File: src/rtl/anc_pkg.sv
// Shared constants and helpers for the ANC signal path.
// sat_shift turns a Q8.24 word into a clamped narrower fixed-point value.
package anc_pkg;

    localparam int WIDTH = 32;
    localparam int FRAC  = 24;
    localparam int FFT_N = 64;

    typedef logic signed [WIDTH-1:0] sample_t;

    // Arithmetic right shift, then clamp into the signed range of an ow-bit word.
    // The result keeps full width; callers take the low ow bits.
    function automatic sample_t sat_shift(input sample_t x, input int sh, input int ow);
        sample_t s;
        sample_t hi;
        sample_t lo;
        s  = x >>> sh;
        hi = sample_t'((64'sd1 <<< (ow - 1)) - 64'sd1);
        lo = ~hi;
        if (s > hi)
            return hi;
        else if (s < lo)
            return lo;
        else
            return s;
    endfunction

endpackage

File: src/rtl/deframe_bank_ram.sv
// Two-bank sample store addressed {bank, idx}: one write port, one registered read port.
// Plain array with no reset so it maps onto block RAM.
module deframe_bank_ram #(
    parameter int AW = 7,
    parameter int DW = 24
) (
    input  logic          clk,
    input  logic          we,
    input  logic [AW-1:0] waddr,
    input  logic [DW-1:0] wdata,
    input  logic          re,
    input  logic [AW-1:0] raddr,
    output logic [DW-1:0] rdata
);

    logic [DW-1:0] mem [2**AW];
    logic [DW-1:0] rdata_q;

    always_ff @(posedge clk) begin
        if (we)
            mem[waddr] <= wdata;
        if (re)
            rdata_q <= mem[raddr];
    end

    assign rdata = rdata_q;

endmodule

File: src/rtl/ifft_deframer.sv
// Captures N-beat IFFT bursts into a ping-pong buffer and replays the real part,
// one saturated sample per audio tick, with sticky overflow/underrun status.
module ifft_deframer
    import anc_pkg::*;
#(
    parameter int N     = FFT_N,
    parameter int WIDTH = anc_pkg::WIDTH,
    parameter int FRAC  = anc_pkg::FRAC,
    parameter int OUT_W = 24
) (
    input  logic                    clk,
    input  logic                    reset,
    input  logic                    in_en,
    input  logic signed [WIDTH-1:0] in_re,
    input  logic signed [WIDTH-1:0] in_im,
    input  logic                    sample_req,
    input  logic                    clr_status,
    output logic                    out_valid,
    output logic [OUT_W-1:0]        out_sample,
    output logic                    overflow,
    output logic                    underrun,
    output logic                    frame_ready
);

    localparam int IDX_W = $clog2(N);
    localparam int SHIFT = FRAC - (OUT_W - 1);

    logic             wr_bank_q, wr_bank_d;
    logic             rd_bank_q, rd_bank_d;
    logic [IDX_W-1:0] wr_idx_q, wr_idx_d;
    logic [IDX_W-1:0] rd_idx_q, rd_idx_d;
    logic [1:0]       full_q, full_d;
    logic             drop_q, drop_d;
    logic             overflow_q, overflow_d;
    logic             underrun_q, underrun_d;
    logic             frame_ready_q, frame_ready_d;
    logic             out_valid_q, out_valid_d;
    logic             rd_hit_q, rd_hit_d;

    logic             ram_we, ram_re;
    logic [OUT_W-1:0] ram_rdata;
    logic             ovf_set, unf_set;
    logic             wr_last, rd_last;
    sample_t          conv_full;
    logic             unused_ok;

    assign conv_full = sat_shift(sample_t'(in_re), SHIFT, OUT_W);
    assign unused_ok = ^{in_im, conv_full[WIDTH-1:OUT_W]};
    assign wr_last   = (wr_idx_q == IDX_W'(N - 1));
    assign rd_last   = (rd_idx_q == IDX_W'(N - 1));

    always_comb begin
        wr_bank_d   = wr_bank_q;
        rd_bank_d   = rd_bank_q;
        wr_idx_d    = wr_idx_q;
        rd_idx_d    = rd_idx_q;
        full_d      = full_q;
        drop_d      = drop_q;
        rd_hit_d    = rd_hit_q;
        out_valid_d = sample_req;
        ram_we      = 1'b0;
        ram_re      = 1'b0;
        ovf_set     = 1'b0;
        unf_set     = 1'b0;

        // Read decisions look only at the registered full bits: a frame completing
        // this cycle is not visible to a simultaneous request.
        if (sample_req) begin
            if (full_q[rd_bank_q]) begin
                ram_re   = 1'b1;
                rd_hit_d = 1'b1;
                if (rd_last) begin
                    full_d[rd_bank_q] = 1'b0;
                    rd_bank_d         = ~rd_bank_q;
                    rd_idx_d          = '0;
                end else begin
                    rd_idx_d = rd_idx_q + 1'b1;
                end
            end else begin
                rd_hit_d = 1'b0;
                unf_set  = 1'b1;
            end
        end

        if (in_en) begin
            if (drop_q) begin
                if (wr_last) begin
                    drop_d   = 1'b0;
                    wr_idx_d = '0;
                end else begin
                    wr_idx_d = wr_idx_q + 1'b1;
                end
            end else if (full_q[wr_bank_q]) begin
                // Only reachable at a frame boundary; count this beat as the first dropped one.
                drop_d   = 1'b1;
                ovf_set  = 1'b1;
                wr_idx_d = wr_idx_q + 1'b1;
            end else begin
                ram_we = 1'b1;
                if (wr_last) begin
                    full_d[wr_bank_q] = 1'b1;
                    wr_bank_d         = ~wr_bank_q;
                    wr_idx_d          = '0;
                end else begin
                    wr_idx_d = wr_idx_q + 1'b1;
                end
            end
        end

        overflow_d    = (overflow_q & ~clr_status) | ovf_set;
        underrun_d    = (underrun_q & ~clr_status) | unf_set;
        frame_ready_d = |full_d;
    end

    always_ff @(posedge clk) begin
        if (reset) begin
            wr_bank_q     <= 1'b0;
            rd_bank_q     <= 1'b0;
            wr_idx_q      <= '0;
            rd_idx_q      <= '0;
            full_q        <= '0;
            drop_q        <= 1'b0;
            overflow_q    <= 1'b0;
            underrun_q    <= 1'b0;
            frame_ready_q <= 1'b0;
            out_valid_q   <= 1'b0;
            rd_hit_q      <= 1'b0;
        end else begin
            wr_bank_q     <= wr_bank_d;
            rd_bank_q     <= rd_bank_d;
            wr_idx_q      <= wr_idx_d;
            rd_idx_q      <= rd_idx_d;
            full_q        <= full_d;
            drop_q        <= drop_d;
            overflow_q    <= overflow_d;
            underrun_q    <= underrun_d;
            frame_ready_q <= frame_ready_d;
            out_valid_q   <= out_valid_d;
            rd_hit_q      <= rd_hit_d;
        end
    end

    deframe_bank_ram #(
        .AW (IDX_W + 1),
        .DW (OUT_W)
    ) u_ram (
        .clk   (clk),
        .we    (ram_we),
        .waddr ({wr_bank_q, wr_idx_q}),
        .wdata (conv_full[OUT_W-1:0]),
        .re    (ram_re),
        .raddr ({rd_bank_q, rd_idx_q}),
        .rdata (ram_rdata)
    );

    // The read register only moves on a hit, so the sample holds between strobes.
    assign out_sample  = rd_hit_q ? ram_rdata : '0;
    assign out_valid   = out_valid_q;
    assign overflow    = overflow_q;
    assign underrun    = underrun_q;
    assign frame_ready = frame_ready_q;

endmodule

File: config.mk
export PLATFORM = sky130hd
export DESIGN_NAME = ifft_deframer
export DESIGN_NICKNAME = d
export VERILOG_FILES = /design/src/rtl/anc_pkg.sv /design/src/rtl/deframe_bank_ram.sv /design/src/rtl/ifft_deframer.sv
export SDC_FILE = /design/constraint.sdc
export NUM_CORES = 2
export LEC_CHECK = 0
export CAP_MARGIN = 20
export CORE_MARGIN = 2
export CORE_UTILIZATION = 40
export DETAILED_ROUTE_END_ITERATION = 10
export SYNTH_ARGS = -nofsm -noshare
export SYNTH_HDL_FRONTEND = slang
export SYNTH_SLANG_ARGS = --single-unit
File: constraint.sdc
create_clock -name clk -period 5.2 [get_ports clk]
set_clock_uncertainty 0.05 [all_clocks]
set_input_delay 1.04 -clock clk [delete_from_list [all_inputs] [get_ports clk]]
set_output_delay 1.04 -clock clk [all_outputs]
set_load 0.02 [all_outputs]
Word level (Yosys, flattened, before mapping):

Memories as Yosys holds them, arrays and structs flattened. A register that Yosys moved wholly into a read port is not among the register bits.
Cells that the tools add are included.

* flip-flop bits (word level): 22
* memory bits (writable): 3072
* input port bits: 69
* logic and storage cells: 76
* memories: 1

* add/subtract/negate cells: 2
* order comparisons: 6
* equal/unequal tests: 2
* mux-type cells: 36
* bitwise logic cells: 12
* reduce and logical (&&, ||, !) cells: 6

Memory list
* u_ram.mem: depth 128, width 24, rd ports 1, clocked after Yosys merged registers in 1, write ports 1, line deframe_bank_ram.sv:16 `logic [DW-1:0] mem [2**AW];`

Operator list (number)
* 2-to-1 mux 24 bit: 3
* greater-than comparator 31 x 24 -> 1 bit (second input constant): 1
* < comparator 31 x 24 -> 1 bit (second input constant): 1
* 2-to-1 mux 6 bit: 4
* 2-to-1 mux 1 bit: 20
* 2-to-1 mux 2 bit: 7
* adder 6 x 1 -> 6 bit (second input constant): 2
* == test 6 bit (second input constant): 2
* NOT 1 bit: 5
* < comparator 1 x 2 -> 1 bit (second input constant): 2
* AND reduction 4 bit: 1
* AND reduction 3 bit: 1
* bitwise AND 1 bit: 2
* bitwise AND 2 bit: 1
* demux 1 bit (select 1 bit): 2
* >= comparator 1 bit (second input constant): 2
* logical AND 1 bit: 2
* NOT 2 bit: 1
* OR 1 bit: 2
* OR 2 bit: 1
* AND reduction 2 bit: 1
* OR reduction 2 bit: 1

Longest topological paths before layout:

* depth after elaboration: 15
* gate-level depth with buffers: 13

Modules after synthesis:

Synthesis repeated with hierarchy kept, for this count alone.

* cell total of the unflattened synthesis: 4711
* area total of the unflattened synthesis: 118994.1 um^2

Modules (own cells, without submodules)
* deframe_bank_ram: times used 1, cells each 4538, area an instance 117621.6 um^2, sequential area each 92969.2 um^2
* ifft_deframer: times used 1, cells each 173, area an instance 1372.6 um^2, sequential area each 440.4 um^2

Least setup slack after synthesis:

No wires, ideal clock.

* path type: input to register
* start: in in_re[25]
* end: mem u_ram.mem[0][10] (data pin)
* setup time: 0.524 ns
* data arrival time: 3.361 ns
* path slack: 1.265 ns
* cell stages on the path: 4
* path through: nand4_1 -> o21ai_1 -> clkbuf_1 -> o21a_1

* word-level cells in the longest chain between the ends: 3
* elaborated cells on any way between the ends: 4

RTL lines
* from (decl): line ifft_deframer.sv:14 `input logic signed [WIDTH-1:0] in_re,`
* < comparator 31 x 24 -> 1 bit: line anc_pkg.sv:22 `else if (s < lo)`
* 2-to-1 mux 24 bit: line anc_pkg.sv:22
* 2-to-1 mux 24 bit (*): line anc_pkg.sv:20 `if (s > hi)`
* named net conv_full[10]: line ifft_deframer.sv:44 `sample_t conv_full;`
* to (decl): line deframe_bank_ram.sv:16

Mark *: on every way through the listed nets, which the timed path passes. The rest lies on a longest branch.

==> flow_summary.toml <==
[logic_synthesis]
synth_seq_area_share_pct = 77.6
ys_ff_latch = 3118
netlist_area_mm2 = 0.120
async_flop_share_pct = 0
syn_inst = 5694
yosysWarnings = 0
syn_avg_cell_area_um2 = 21.2
synth_top_flop_cell = "edfxtp_1"
syn_nets = 5765
synth_edf_count = 3096
ys_types = 63

[critical_path]
startpoint_type = "register"
cpMaxStageDelayCell = "a211oi_1"
setup.worst_path.start = "rd_idx_q[0]"
cp-end-kind = "register"
worstPathArrival_ps = 4760
r2r-start = "rd_idx_q[0]"
worst_ep_required_time_ps = 5790
cp_cell_sequence = "buf_4 > buf_12 > mux4_2 > mux2i_1 > nor2_1 > a211oi_1 > o21ai_1 > o31a_1"
path_max_fanout = 40
max_stage_delay_ps = 950
critPathKind = "reg -> reg"

[finish]
synthToLayoutAreaGrowth_pct = 14.8
mostFrequentLayoutCells = "edfxtp_1 (3096), mux2i_1 (610), mux4_2 (565)"
post-route-util_pct = 46.1
final_cells = 10300
drive_gt1_share_pct = 24.3
nFillCells = 24800
layout_commonest_cell = "edfxtp_1"
fin_nets = 6184

[sta]
final_max_slew_viol_count = 0
worst_hold_slack_ps = 425
max_freq_mhz = 240
timing.final.crit_share_pct = 80.0
rsz0062_at_grt = "no"
tns_ps = 0
setup_ws_ps = 1040
worst_pin_slew_ps = 1200
slew_headroom_pct = 19.3
hold_violations = 0
fin_crit_ps = 4160
setup_viol = 0

[clock_network]
cts.reportedPaths.clkPinSlew_ps = 60
post-cts-setup-buffers = 0
numCtsBuffers = 325
clk_latency_ps = 910
postCtsHoldBufs = 0
cts.sink_count = 3118
cts-root-buf = "clkbuf_16"
cts_max_path_buffers = 4
cts_tree = "yes"
cts_max_level = 5
cts_resized = 0

[placed_design]
portBuffers = 63
dpl_worst_slack_ps = 846
dp_hpwl_mm = 199
gp_congestion = 0.893
dp_cells = 9742

[die]
die_w_um = 553
die-height_um = 553
die-area_mm2 = 0.306
io_pins = 97
rows = 201
initial_utilization_pct = 40.2
core_mm2 = 0.300

[routing]
detail-route-antenna-nets = 0
drc_errors = 0
first_iter_violations = 7338
first_pass_iters = 5
vias_per_cell = 5.81
routed_wl_mm = 331
vias = 60100
routedWlPerCell_um = 32.0

[run_status]
outcome = "finished, final reports clean"

[global_routing]
grt_usage_pct = 21.3
grt_overflow = 0
antenna_found_initial = 22
grt_pass1_wl_mm = 461
grt_max_degree = 129
first_global_vias = 59000

[run]
maxCapViolCount = 0

[worst_hold_path]
hold_class = "reg -> reg"
hold_start = "overflow"

[power_and_ir_drop]
p_leak_nw = 39.9
powerDensity_mw_per_mm2 = 370
peakVddDrop_v = 0.000240
[worst max-delay path: cells and delay by family, from the launching register on]
| kind | cells | cell delay, ps |
|---|---|---|
| simple gates | 1 | 130 |
| compound gates | 3 | 1290 |
| buf+inv | 2 | 750 |
| mux | 2 | 720 |
| flops | 1 | 900 |
[flip-flops by register name, summed over array words and instances, names as in the netlist]
| signal | cells |
|---|---|
| overflow | 1 |
| frame_ready | 1 |
| rd_hit_q | 1 |
| out_valid | 1 |
| underrun | 1 |
| wr_bank_q | 1 |
| u_ram.rdata | 24 |
| rd_bank_q | 1 |
| full_q | 2 |
| drop_q | 1 |
| wr_idx_q | 6 |
| rd_idx_q | 6 |
| u_ram.mem | 3072 |
[Yosys cell counts, types with 7 or more instances]
library cell / instances / area (um^2)
a2111oi_0: 11 / 96.3
a211oi_1: 43 / 323
a21oi_1: 107 / 536
a221oi_1: 13 / 114
a22o_1: 7 / 61.3
a22oi_1: 94 / 706
a311oi_1: 12 / 105
a31oi_1: 57 / 357
and2_1: 30 / 188
buf_1: 12 / 45.0
buf_2: 110 / 551
buf_4: 83 / 623
buf_6: 24 / 270
clkbuf_1: 86 / 323
dfxtp_1: 22 / 440
edfxtp_1: 3096 / 93000
mux2_2: 12 / 135
mux2i_1: 610 / 6110
mux4_1: 7 / 184
mux4_2: 565 / 12700
nand2_1: 160 / 601
nand2b_1: 9 / 56.3
nand3_1: 20 / 100
nand4_1: 7 / 43.8
nor2_1: 202 / 758
nor2b_1: 21 / 131
nor3_1: 11 / 55.1
o21a_1: 23 / 173
o21ai_0: 70 / 350
o221ai_1: 15 / 131
o22ai_1: 70 / 438
o31a_1: 8 / 70.1
[worst paths after layout]
check	to	slack, ps	cells past startpoint
max	u_ram.rdata[17]	1040	8
min	overflow	420	2
max reg2reg	u_ram.rdata[17]	1040	8
min reg2reg	overflow	420	2
[layer usage]
layer  up-vias  wire length (um)  global-route usage (%)
met4         6             14500                    9.12
met5         -                45                       0
met2      2759            156000                    33.3
met1     32200            133000                    29.2
li1      24600                 -                       -
met3       514             27200                    4.00
[area by class of cell]
class                      count  area [um^2]  share of cell area (%)
multi-input combinational   2252        25700                    18.6
tap                         3958         4950                    3.58
timing repair buffer         413         4000                    2.89
antenna                       16         40.0                  0.0289
clock buffer                 399         8540                    6.17
sequential                  3118        93400                    67.6
inverter                       3         12.5                 0.00905
clock inverter               183         1640                    1.19
[where the power goes]
group	total (mW)	internal, mW	switching, mW
registers	27.8	27.8	0.0141
logic	0.980	0.172	0.809
clock network	22.5	12.9	9.56
total	51.2	40.9	10.4
[logic make-up (layout without fill, tap and decap cells)]
logic type	Yosys count	count (layout)	synth area share [%]
XOR/XNOR	8	8	0.0582
adder cells (fa/ha/maj)	2	2	0.0208
flip-flops	3118	3118	77.6
AO/OA/AOI/OAI	562	562	3.10
other	0	16	0
multiplexers	1194	1194	15.9
AND/OR/NAND/NOR	486	486	1.78
buffers and inverters	324	998	1.59
[stage by stage]
| step | total power [mW] | instance area, um^2 |
|---|---|---|
| final | 51.2 | 138000 |
| after CTS | 51.6 | 138000 |
| after floorplan | 28.7 | 120000 |
| after detailed placement | 29.3 | 128000 |
| after global routing | 52.6 | 138000 |
| after global placement | 29.3 | 128000 |
Power figures use the tool's default switching activity.
